## src/rtl/tube_ctrl_flags_pkg.sv

```systemverilog
// Shared Tube definitions: flag bit positions, reset-sequencer states and
// default timing constants used by the control-flag register.
package tube_ctrl_flags_pkg;

    localparam int FLAG_Q = 0;
    localparam int FLAG_I = 1;
    localparam int FLAG_J = 2;
    localparam int FLAG_M = 3;
    localparam int FLAG_V = 4;
    localparam int FLAG_P = 5;
    localparam int FLAG_T = 6;

    localparam int NUM_STORED_FLAGS = 6;

    localparam int CLR_CYCLES_DEF = 4;
    localparam int PRST_MIN_DEF   = 8;

    typedef enum logic [1:0] {
        PRST_IDLE    = 2'd0,
        PRST_HOLD    = 2'd1,
        PRST_STRETCH = 2'd2
    } prst_state_t;

endpackage

```

## src/rtl/tube_irq_gen.sv

```systemverilog
// Registered interrupt combine for the Tube: merges control flags with buffer
// data-available status; all requests are held low while the FIFO clear runs.
module tube_irq_gen
    import tube_ctrl_flags_pkg::*;
(
    input  logic       h_phi2,
    input  logic       h_rst,
    input  logic       gate,
    input  logic [4:0] flags,
    input  logic       h_r4_avail,
    input  logic       p_r1_avail,
    input  logic       p_r4_avail,
    input  logic       p_r3_avail,
    input  logic       p_r3_two,
    output logic       h_irq,
    output logic       p_irq,
    output logic       p_nmi
);

    logic h_irq_term;
    logic p_irq_term;
    logic p_nmi_term;

    always_comb begin
        h_irq_term = flags[FLAG_Q] & h_r4_avail;
        p_irq_term = (flags[FLAG_I] & p_r1_avail) | (flags[FLAG_J] & p_r4_avail);
        // V selects whether NMI waits for a full two-byte R3 transfer
        p_nmi_term = flags[FLAG_M] & (flags[FLAG_V] ? p_r3_two : p_r3_avail);
    end

    always_ff @(negedge h_phi2 or posedge h_rst) begin
        if (h_rst) begin
            h_irq <= 1'b0;
            p_irq <= 1'b0;
            p_nmi <= 1'b0;
        end else begin
            h_irq <= h_irq_term & ~gate;
            p_irq <= p_irq_term & ~gate;
            p_nmi <= p_nmi_term & ~gate;
        end
    end

endmodule

```

## src/rtl/tube_ctrl_flags.sv

```systemverilog
// Tube host control-flag register, FIFO-clear timer and parasite reset sequencer.
// Define TUBE_PRST_STRETCH_EN to stretch parasite reset to at least PRST_MIN cycles.
module tube_ctrl_flags
    import tube_ctrl_flags_pkg::*;
#(
    parameter int CLR_CYCLES = CLR_CYCLES_DEF,
    parameter int PRST_MIN   = PRST_MIN_DEF
) (
    input  logic       h_phi2,
    input  logic       h_rst,
    input  logic       h_sel_ctrl,
    input  logic       h_we_b,
    input  logic [7:0] h_data,
    input  logic       h_r4_avail,
    input  logic       p_r1_avail,
    input  logic       p_r4_avail,
    input  logic       p_r3_avail,
    input  logic       p_r3_two,
    output logic [6:0] h_status,
    output logic       h_irq,
    output logic       p_irq,
    output logic       p_nmi,
    output logic       p_rst,
    output logic       fifo_clr
);

    if (CLR_CYCLES < 1 || CLR_CYCLES > 15) begin : g_bad_clr
        $error("CLR_CYCLES out of range 1..15");
    end
    if (PRST_MIN < 1 || PRST_MIN > 255) begin : g_bad_prst
        $error("PRST_MIN out of range 1..255");
    end

    logic [NUM_STORED_FLAGS-1:0] flags;
    logic [NUM_STORED_FLAGS-1:0] flags_next;
    logic [3:0]                  clr_cnt;
    logic                        wr;
    logic                        t_write;
    logic                        clr_force;

    assign wr        = h_sel_ctrl & ~h_we_b;
    assign t_write   = wr & h_data[7] & h_data[FLAG_T];
    assign fifo_clr  = (clr_cnt != 4'd0);
    // the T-write edge itself also clears, so flags drop together with fifo_clr rising
    assign clr_force = t_write | fifo_clr;
    assign h_status  = {1'b0, flags};

    always_comb begin
        flags_next = flags;
        if (clr_force) begin
            flags_next[FLAG_V:FLAG_Q] = '0;
        end
        if (wr) begin
            for (int i = 0; i < NUM_STORED_FLAGS; i++) begin
                if (h_data[i]) begin
                    flags_next[i] = h_data[7];
                end
            end
        end
    end

    always_ff @(negedge h_phi2 or posedge h_rst) begin
        if (h_rst) begin
            flags   <= '0;
            clr_cnt <= 4'd0;
        end else begin
            flags <= flags_next;
            if (t_write) begin
                clr_cnt <= 4'(CLR_CYCLES);
            end else if (fifo_clr) begin
                clr_cnt <= clr_cnt - 4'd1;
            end
        end
    end

    tube_irq_gen u_irq_gen (
        .h_phi2     (h_phi2),
        .h_rst      (h_rst),
        .gate       (clr_force),
        .flags      (flags[FLAG_V:FLAG_Q]),
        .h_r4_avail (h_r4_avail),
        .p_r1_avail (p_r1_avail),
        .p_r4_avail (p_r4_avail),
        .p_r3_avail (p_r3_avail),
        .p_r3_two   (p_r3_two),
        .h_irq      (h_irq),
        .p_irq      (p_irq),
        .p_nmi      (p_nmi)
    );

`ifdef TUBE_PRST_STRETCH_EN
    prst_state_t state;
    prst_state_t state_next;
    logic [7:0]  prst_cnt;
    logic [7:0]  prst_cnt_next;
    logic        rst_hold;

    always_comb begin
        state_next    = state;
        prst_cnt_next = prst_cnt;
        case (state)
            PRST_IDLE: begin
                if (flags[FLAG_P]) begin
                    state_next    = PRST_HOLD;
                    prst_cnt_next = 8'(PRST_MIN);
                end
            end
            PRST_HOLD, PRST_STRETCH: begin
                if (flags[FLAG_P]) begin
                    state_next    = PRST_HOLD;
                    prst_cnt_next = 8'(PRST_MIN);
                end else begin
                    prst_cnt_next = (prst_cnt != 8'd0) ? prst_cnt - 8'd1 : 8'd0;
                    state_next    = (prst_cnt <= 8'd1) ? PRST_IDLE : PRST_STRETCH;
                end
            end
            default: begin
                state_next    = PRST_IDLE;
                prst_cnt_next = 8'd0;
            end
        endcase
    end

    always_ff @(negedge h_phi2 or posedge h_rst) begin
        if (h_rst) begin
            state    <= PRST_IDLE;
            prst_cnt <= 8'd0;
            rst_hold <= 1'b1;
        end else begin
            state    <= state_next;
            prst_cnt <= prst_cnt_next;
            rst_hold <= 1'b0;
        end
    end

    // rst_hold keeps the parasite in reset while h_rst is asserted
    assign p_rst = rst_hold | (state != PRST_IDLE);
`else
    logic p_rst_q;

    always_ff @(negedge h_phi2 or posedge h_rst) begin
        if (h_rst) begin
            p_rst_q <= 1'b1;
        end else begin
            p_rst_q <= flags[FLAG_P];
        end
    end

    assign p_rst = p_rst_q;
`endif

endmodule

```

## config.mk

```make
export PLATFORM = sky130hd
export DESIGN_NAME = tube_ctrl_flags
export DESIGN_NICKNAME = d
export VERILOG_FILES = /design/src/rtl/tube_ctrl_flags_pkg.sv /design/src/rtl/tube_irq_gen.sv /design/src/rtl/tube_ctrl_flags.sv
export SDC_FILE = /design/constraint.sdc
export NUM_CORES = 1
export LEC_CHECK = 0
export ABC_CLOCK_PERIOD_IN_PS = 1200
export BUFFER_PORTS_ARGS = -buffer_cell sky130_fd_sc_hd__buf_4
export CAP_MARGIN = 25
export CORE_ASPECT_RATIO = 1.1
export CORE_UTILIZATION = 41
export CTS_CLUSTER_SIZE = 10
export DETAILED_ROUTE_END_ITERATION = 6
export GPL_ROUTABILITY_DRIVEN = 0
export PLACE_DENSITY = 0.82
export SLEW_MARGIN = 20
export SYNTH_ARGS = -nofsm -noshare
export SYNTH_HDL_FRONTEND = slang
export SYNTH_HIERARCHICAL = 1
export SYNTH_SLANG_ARGS = --single-unit
```

## constraint.sdc

```tcl
create_clock -name h_phi2 -period 1.2 [get_ports h_phi2]
set_input_delay 0.06 -clock h_phi2 [delete_from_list [all_inputs] [get_ports h_phi2]]
set_output_delay 0.06 -clock h_phi2 [all_outputs]
set_load 0.03 [all_outputs]
```

==> results of run 1 <==
[per-layer routing]
layer / up-vias / GRT usage, % / share of wire (%)
li1: 319 / - / -
met1: 342 / 29.5 / 40
met2: 22 / 38.4 / 55
met3: 5 / 4.93 / 3.3
met4: 0 / 12.9 / 1.7
met5: - / 0 / 0
[worst max path at each step]
stage	from	endpoint	slack (ns)
2_1_floorplan	clr_cnt[1]	fifo_clr	-0.50
3_3_place_gp	clr_cnt[1]	fifo_clr	-0.40
3_5_place_dp	clr_cnt[1]	fifo_clr	-0.43
4_1_cts	clr_cnt[1]	fifo_clr	-0.72
5_1_grt	clr_cnt[0]	fifo_clr	-0.82
6_report	clr_cnt[0]	fifo_clr	-0.77
[kinds of logic after synthesis]
kind of cell | after synthesis | share of synthesized area (%)
other | 1 | 0.538
DFF | 14 | 50.4
AOI/OAI and AO/OA | 13 | 12.6
and+or+nand+nor | 16 | 13.1
muxes | 8 | 11.7
buffers and inverters | 9 | 5.56
adders and majority gates | 2 | 3.59
xor gates and xnor gates | 2 | 2.51
[report_power, final]
part | total (mW) | internal (mW) | switching [mW]
Sequential | 0.678 | 0.589 | 0.0891
Clock | 0.365 | 0.189 | 0.175
Combinational | 1.37 | 0.744 | 0.627
[worst register-to-register path: cells and delay by family (launching register included)]
family	cells	cell delay (ns)
AO/OA/AOI/OAI	2	0.25
adder cells (fa/ha/maj)	1	0.16
buffers and inverters	3	0.35
flip-flops	1	0.44
AND/OR/NAND/NOR	1	0.15
[layout by cell type (no fill, tap or decap), drive strengths merged]
| cell | Yosys | final |
|---|---|---|
| a211oi | 1 | 1 |
| a21oi | 5 | 5 |
| a22oi | 6 | 6 |
| and3 | 1 | 1 |
| buf | 2 | 48 |
| clkbuf | 1 | 4 |
| conb | 1 | 1 |
| dfrtn | 13 | 13 |
| dfstp | 1 | 1 |
| ha | 2 | 2 |
| inv | 6 | 6 |
| mux2 | 1 | 1 |
| mux2i | 7 | 7 |
| nand2 | 4 | 4 |
| nand3 | 1 | 1 |
| nor2 | 6 | 6 |
| nor2b | 1 | 1 |
| nor3 | 1 | 1 |
| nor3b | 2 | 2 |
| o21ai | 1 | 1 |
| xnor2 | 2 | 2 |
[sequential cells by signal, summed over array words and instances (netlist names)]
name             cells
clr_cnt              4
flags                6
p_rst                1
u_irq_gen/h_irq      1
u_irq_gen/p_irq      1
u_irq_gen/p_nmi      1
[stage by stage]
stage          total power [mW]  TNS (ns)
2_1_floorplan              1.19     -1.53
3_5_place_dp               1.57     -3.06
3_3_place_gp               1.53     -2.91
4_1_cts                    2.05     -5.05
5_1_grt                    2.52     -7.22
6_report                   2.41     -6.44
[layout make-up]
| class | count | area (um^2) | share of cell area [%] |
|---|---|---|---|
| Clock buffer | 4 | 36.3 | 2.79 |
| Sequential cell | 14 | 352 | 27.0 |
| Tap cell | 17 | 21.3 | 1.63 |
| Clock inverter | 1 | 3.75 | 0.288 |
| Timing Repair Buffer | 48 | 414 | 31.8 |
| Multi-Input combinational cell | 42 | 457 | 35.1 |
| Inverter | 5 | 18.8 | 1.44 |
[repair_timing]
| action | 4_1_cts | 5_1_grt |
|---|---|---|
| pin swaps | 4 | 8 |
| resized for setup | 20 | 17 |
| buffers inserted | 2 | 5 |
| setup endpoints to repair | 22 | 23 |
| hold endpoints to repair | 0 | 0 |
==> impl_metrics.py, run 1 <==
metrics = {
    "synthesis": {
        "synth_enable_flop_cells": 0,
        "synth_top_area_share_pct": 46.7,
        "yosysMostFrequentCell": "dfrtn_1",
        "netlist_area_um2": 697,
        "synthTopCellsByArea": "dfrtn_1, mux2i_1, a22oi_1",
        "ys_dominant_reg_cell": "dfrtn_1",
        "synth_area_per_cell_um2": 10.7,
        "async_flop_share_pct": 100,
        "syn_inst": 65,
        "post-synth-top-area-cell": "dfrtn_1",
        "ys_ff_latch": 14,
        "ys_types": 24,
        "yosysWarningCount": 6,
        "synth_commonest_cells": "dfrtn_1, mux2i_1, a22oi_1, nor2_1",
        "ys_seq_area_share_pct": 50.4,
        "syn_nets": 84,
    },
    "final_layout": {
        "antenna_cells": 0,
        "fill_cells": 91,
        "areaGrowthSynthToFinish_pct": 86.9,
        "stdcell_count": 131,
        "drive_above_1_share_pct": 70.2,
        "utilization_pct": 82.6,
        "fin_area_um2": 1300,
        "nets": 134,
    },
    "drt": {
        "via_count": 688,
        "wl_per_cell_um": 16.3,
        "firstDrtPassIters": 4,
        "wl_um": 2130,
        "final_antenna_net_count": 0,
        "avgViaCountPerCell": 5.25,
        "drc": 0,
        "drt_iter0_drc": 8,
    },
    "clock_network": {
        "clock_sinks": 14,
        "hold_buffers": 0,
        "h-tree-depth": 1,
        "max-clock-path-buffers": 2,
        "clock_latency_ns": 0.34,
        "numCtsBuffers": 3,
        "clkTransAtPathRegs_ns": 0.06,
        "cts_tree": "yes",
        "cts_root_buf": "clkbuf_4",
    },
    "worst_setup_path": {
        "crit_type": "reg -> out",
        "r2r_start": "clr_cnt[0]",
        "cp.arrival_ns": 1.91,
        "crit_fanout": 2,
        "r2r_end": "flags[4]",
        "cp.buffers_inverters": 3,
        "reg2reg_depth": 7,
        "slowest_stage": "dfrtn_1",
        "cpMostUsedCell": "inv_2",
        "crit_chain": "inv_2 > ha_4 > nor3b_4 > inv_2 > buf_6",
        "crit_path_max_incr_delay_ns": 0.37,
        "cp_num_cells": 5,
        "rrSetupSlack_ns": -0.31,
        "end_kind": "primary output",
        "setup.worst_path.start_class": "register",
        "crit_family": "flip-flops",
        "required_ns": 1.14,
    },
    "timing": {
        "finalSetupViolCount": 22,
        "hold_viol": 0,
        "fin_skew_ns": 0.0524,
        "worst_slack_ns": -0.773,
        "hold_slack_ns": 0.122,
        "rsz0062_at_grt": "yes",
        "finalMaxSlewViolations": 0,
    },
    "placed_design": {
        "place_inst": 122,
        "pre_cts_ws_ns": -0.434,
        "dpl.hpwl_um": 1350,
        "place_area_um2": 1060,
        "io_buffers": 27,
    },
    "global_routing": {
        "grt_pass1_wl_um": 2880,
        "overflow": 0,
        "grt_start_max_net_pins": 10,
        "first_global_vias": 649,
        "antenna_found_initial": 0,
        "groute.usage.overall_pct": 24.1,
    },
    "power_and_ir_drop": {
        "power_leakage_nw": 0.620,
        "vdd_drop_max_uv": 1550,
        "power_per_cell_area_nw_per_um2": 1850,
    },
    "die": {
        "core_um2": 1580,
        "design.die.area_um2": 1870,
        "die_h_um": 45.2,
        "floorplan.initialDensity_pct": 44.2,
        "rows": 15,
        "io_pins": 29,
        "die_x_um": 41.3,
    },
    "status": {
        "status": "finished, violations left",
        "violations": "negative setup slack",
    },
    "hold_path": {
        "min_path_type": "in -> async",
    },
    "job": {
        "drv_cap": 0,
    },
}
Power figures use the tool's default switching activity.
==> inputs of run 2 (changes only) <==
Settings changed: CAP_MARGIN 25 to 20, CELL_PAD_IN_SITES_DETAIL_PLACEMENT set to 1, CELL_PAD_IN_SITES_GLOBAL_PLACEMENT set to 1, CORE_UTILIZATION 41 to 30, PLACE_DENSITY 0.82 to 0.8.
==> impl_metrics.py, run 2 (same netlist as run 1, synthesis figures left out) <==
metrics = {
    "placed_design": {
        "dpl.hpwl_um": 1640,
        "io_buffers": 27,
        "place_inst": 133,
        "place_area_um2": 1070,
    },
    "drt": {
        "drt_iter0_drc": 3,
        "avgViaCountPerCell": 4.93,
        "firstDrtPassIters": 4,
        "final_antenna_net_count": 0,
        "drc": 0,
        "via_count": 730,
        "wl_per_cell_um": 16.6,
        "wl_um": 2450,
    },
    "power_and_ir_drop": {
        "power_per_cell_area_nw_per_um2": 1790,
        "vdd_drop_max_uv": 1360,
        "power_leakage_nw": 0.644,
        "total_power_mw": 2.40,
    },
    "final_layout": {
        "antenna_cells": 0,
        "mostFrequentLayoutCells": "buf_4, dfrtn_1, buf_6",
        "drive_above_1_share_pct": 70.8,
        "areaGrowthSynthToFinish_pct": 93.2,
        "stdcell_count": 148,
        "largest_reg_flops": 6,
        "nets": 140,
        "final_common_cell": "buf_4",
        "largestRegisters": "flags: 6 flops, clr_cnt: 4 flops",
        "largest-register": "flags",
        "fin_area_um2": 1350,
        "fill_cells": 220,
    },
    "die": {
        "floorplan.initialDensity_pct": 33.1,
        "die_h_um": 52.6,
        "rows": 17,
        "design.die.area_um2": 2520,
        "io_pins": 29,
        "core_um2": 2110,
        "die_x_um": 48.0,
    },
    "worst_setup_path": {
        "crit_type": "reg -> out",
        "required_ns": 1.14,
        "critPathLaunch": "clr_cnt[1]",
        "setup.worst_path.start_class": "register",
        "cp.arrival_ns": 1.92,
        "r2r_start": "clr_cnt[1]",
        "crit_fanout": 2,
        "end_kind": "primary output",
    },
    "global_routing": {
        "antenna_found_initial": 0,
        "first_global_vias": 791,
        "groute.usage.overall_pct": 21.2,
        "grt_start_max_net_pins": 10,
        "overflow": 0,
        "grt_pass1_wl_um": 3580,
    },
    "timing": {
        "fin_skew_ns": 0.0512,
        "hold_viol": 0,
        "worst_slack_ns": -0.776,
        "finalMaxSlewViolations": 0,
        "rsz0062_at_grt": "yes",
        "finalSetupViolCount": 22,
    },
    "clock_network": {
        "cts_root_buf": "clkbuf_4",
        "max-clock-path-buffers": 2,
        "clkTransAtPathRegs_ns": 0.06,
        "clock_latency_ns": 0.34,
        "numCtsBuffers": 3,
        "clock_sinks": 14,
        "h-tree-depth": 1,
        "cts_tree": "yes",
    },
    "job": {
        "drv_cap": 0,
    },
    "status": {
        "violations": "negative setup slack",
        "status": "finished, violations left",
    },
    "hold_path": {
        "min_path_type": "in -> async",
    },
}
run 2: changes by cell type in the layout (fill, tap and decap cells not counted), sizes merged:
cell | previous run | this run
buf | 48 | 54
run 2: final cells by class:
class,count,area (um^2),share of cell area [%]
Clock inverter,1,3.75,0.279
Multi-Input combinational cell,42,448,33.3
Timing Repair Buffer,54,463,34.4
Sequential cell,14,352,26.1
Clock buffer,4,26.3,1.95
Tap cell,28,35.0,2.60
Inverter,5,18.8,1.39
run 2: layer usage:
metal	up-vias	part of all wire, %	track usage (%)
li1	334	-	-
met1	361	39	24.6
met5	-	0	0
met4	0	2.3	8.33
met2	27	55	38.1
met3	8	2.9	2.07
run 2: final timing paths:
check | endpoint | slack [ns] | depth (start not counted)
max in group asynchronous | flags[5] | 0.58 | 3
min reg2reg | p_rst | 0.58 | 2
min in group h_phi2 | flags[3] | 0.54 | 3
max | fifo_clr | -0.78 | 5
max reg2reg | flags[1] | -0.28 | 7
min | u_irq_gen/h_irq | 0.13 | 2
run 2: repair_timing:
| item | in CTS | in global routing |
|---|---|---|
| gates cloned | 0 | 0 |
| setup endpoints to repair | 22 | 23 |
| hold buffers | 0 | 0 |
| gates resized for setup | 21 | 17 |
| pin swaps | 4 | 14 |
| buffers inserted | 7 | 8 |
run 2: worst max-delay path, cell delays in order, from the launching register on:
cell and delay [ns]:
dfrtn_1 0.37, inv_2 0.09, ha_4 0.13, nor3b_4 0.23, inv_2 0.07, buf_6 0.14
run 2: where the power goes:
group | switching (mW) | internal (mW) | total [mW]
Sequential | 0.0840 | 0.588 | 0.673
Clock | 0.172 | 0.134 | 0.306
Combinational | 0.647 | 0.780 | 1.43
Total | 0.903 | 1.50 | 2.40
run 2: stage by stage:
step | setup slack (ns) | utilization [%] | setup TNS, ns | hold WS (ns)
after floorplan | -0.496 | - | -1.53 | 0.305
after global placement | -0.399 | 50.9 | -2.91 | 0.435
after detailed placement | -0.479 | 50.9 | -3.31 | 0.443
after CTS | -0.754 | 58.3 | -5.40 | 0.128
after global routing | -0.826 | 63.9 | -7.24 | 0.129
final | -0.776 | 63.9 | -6.46 | 0.128
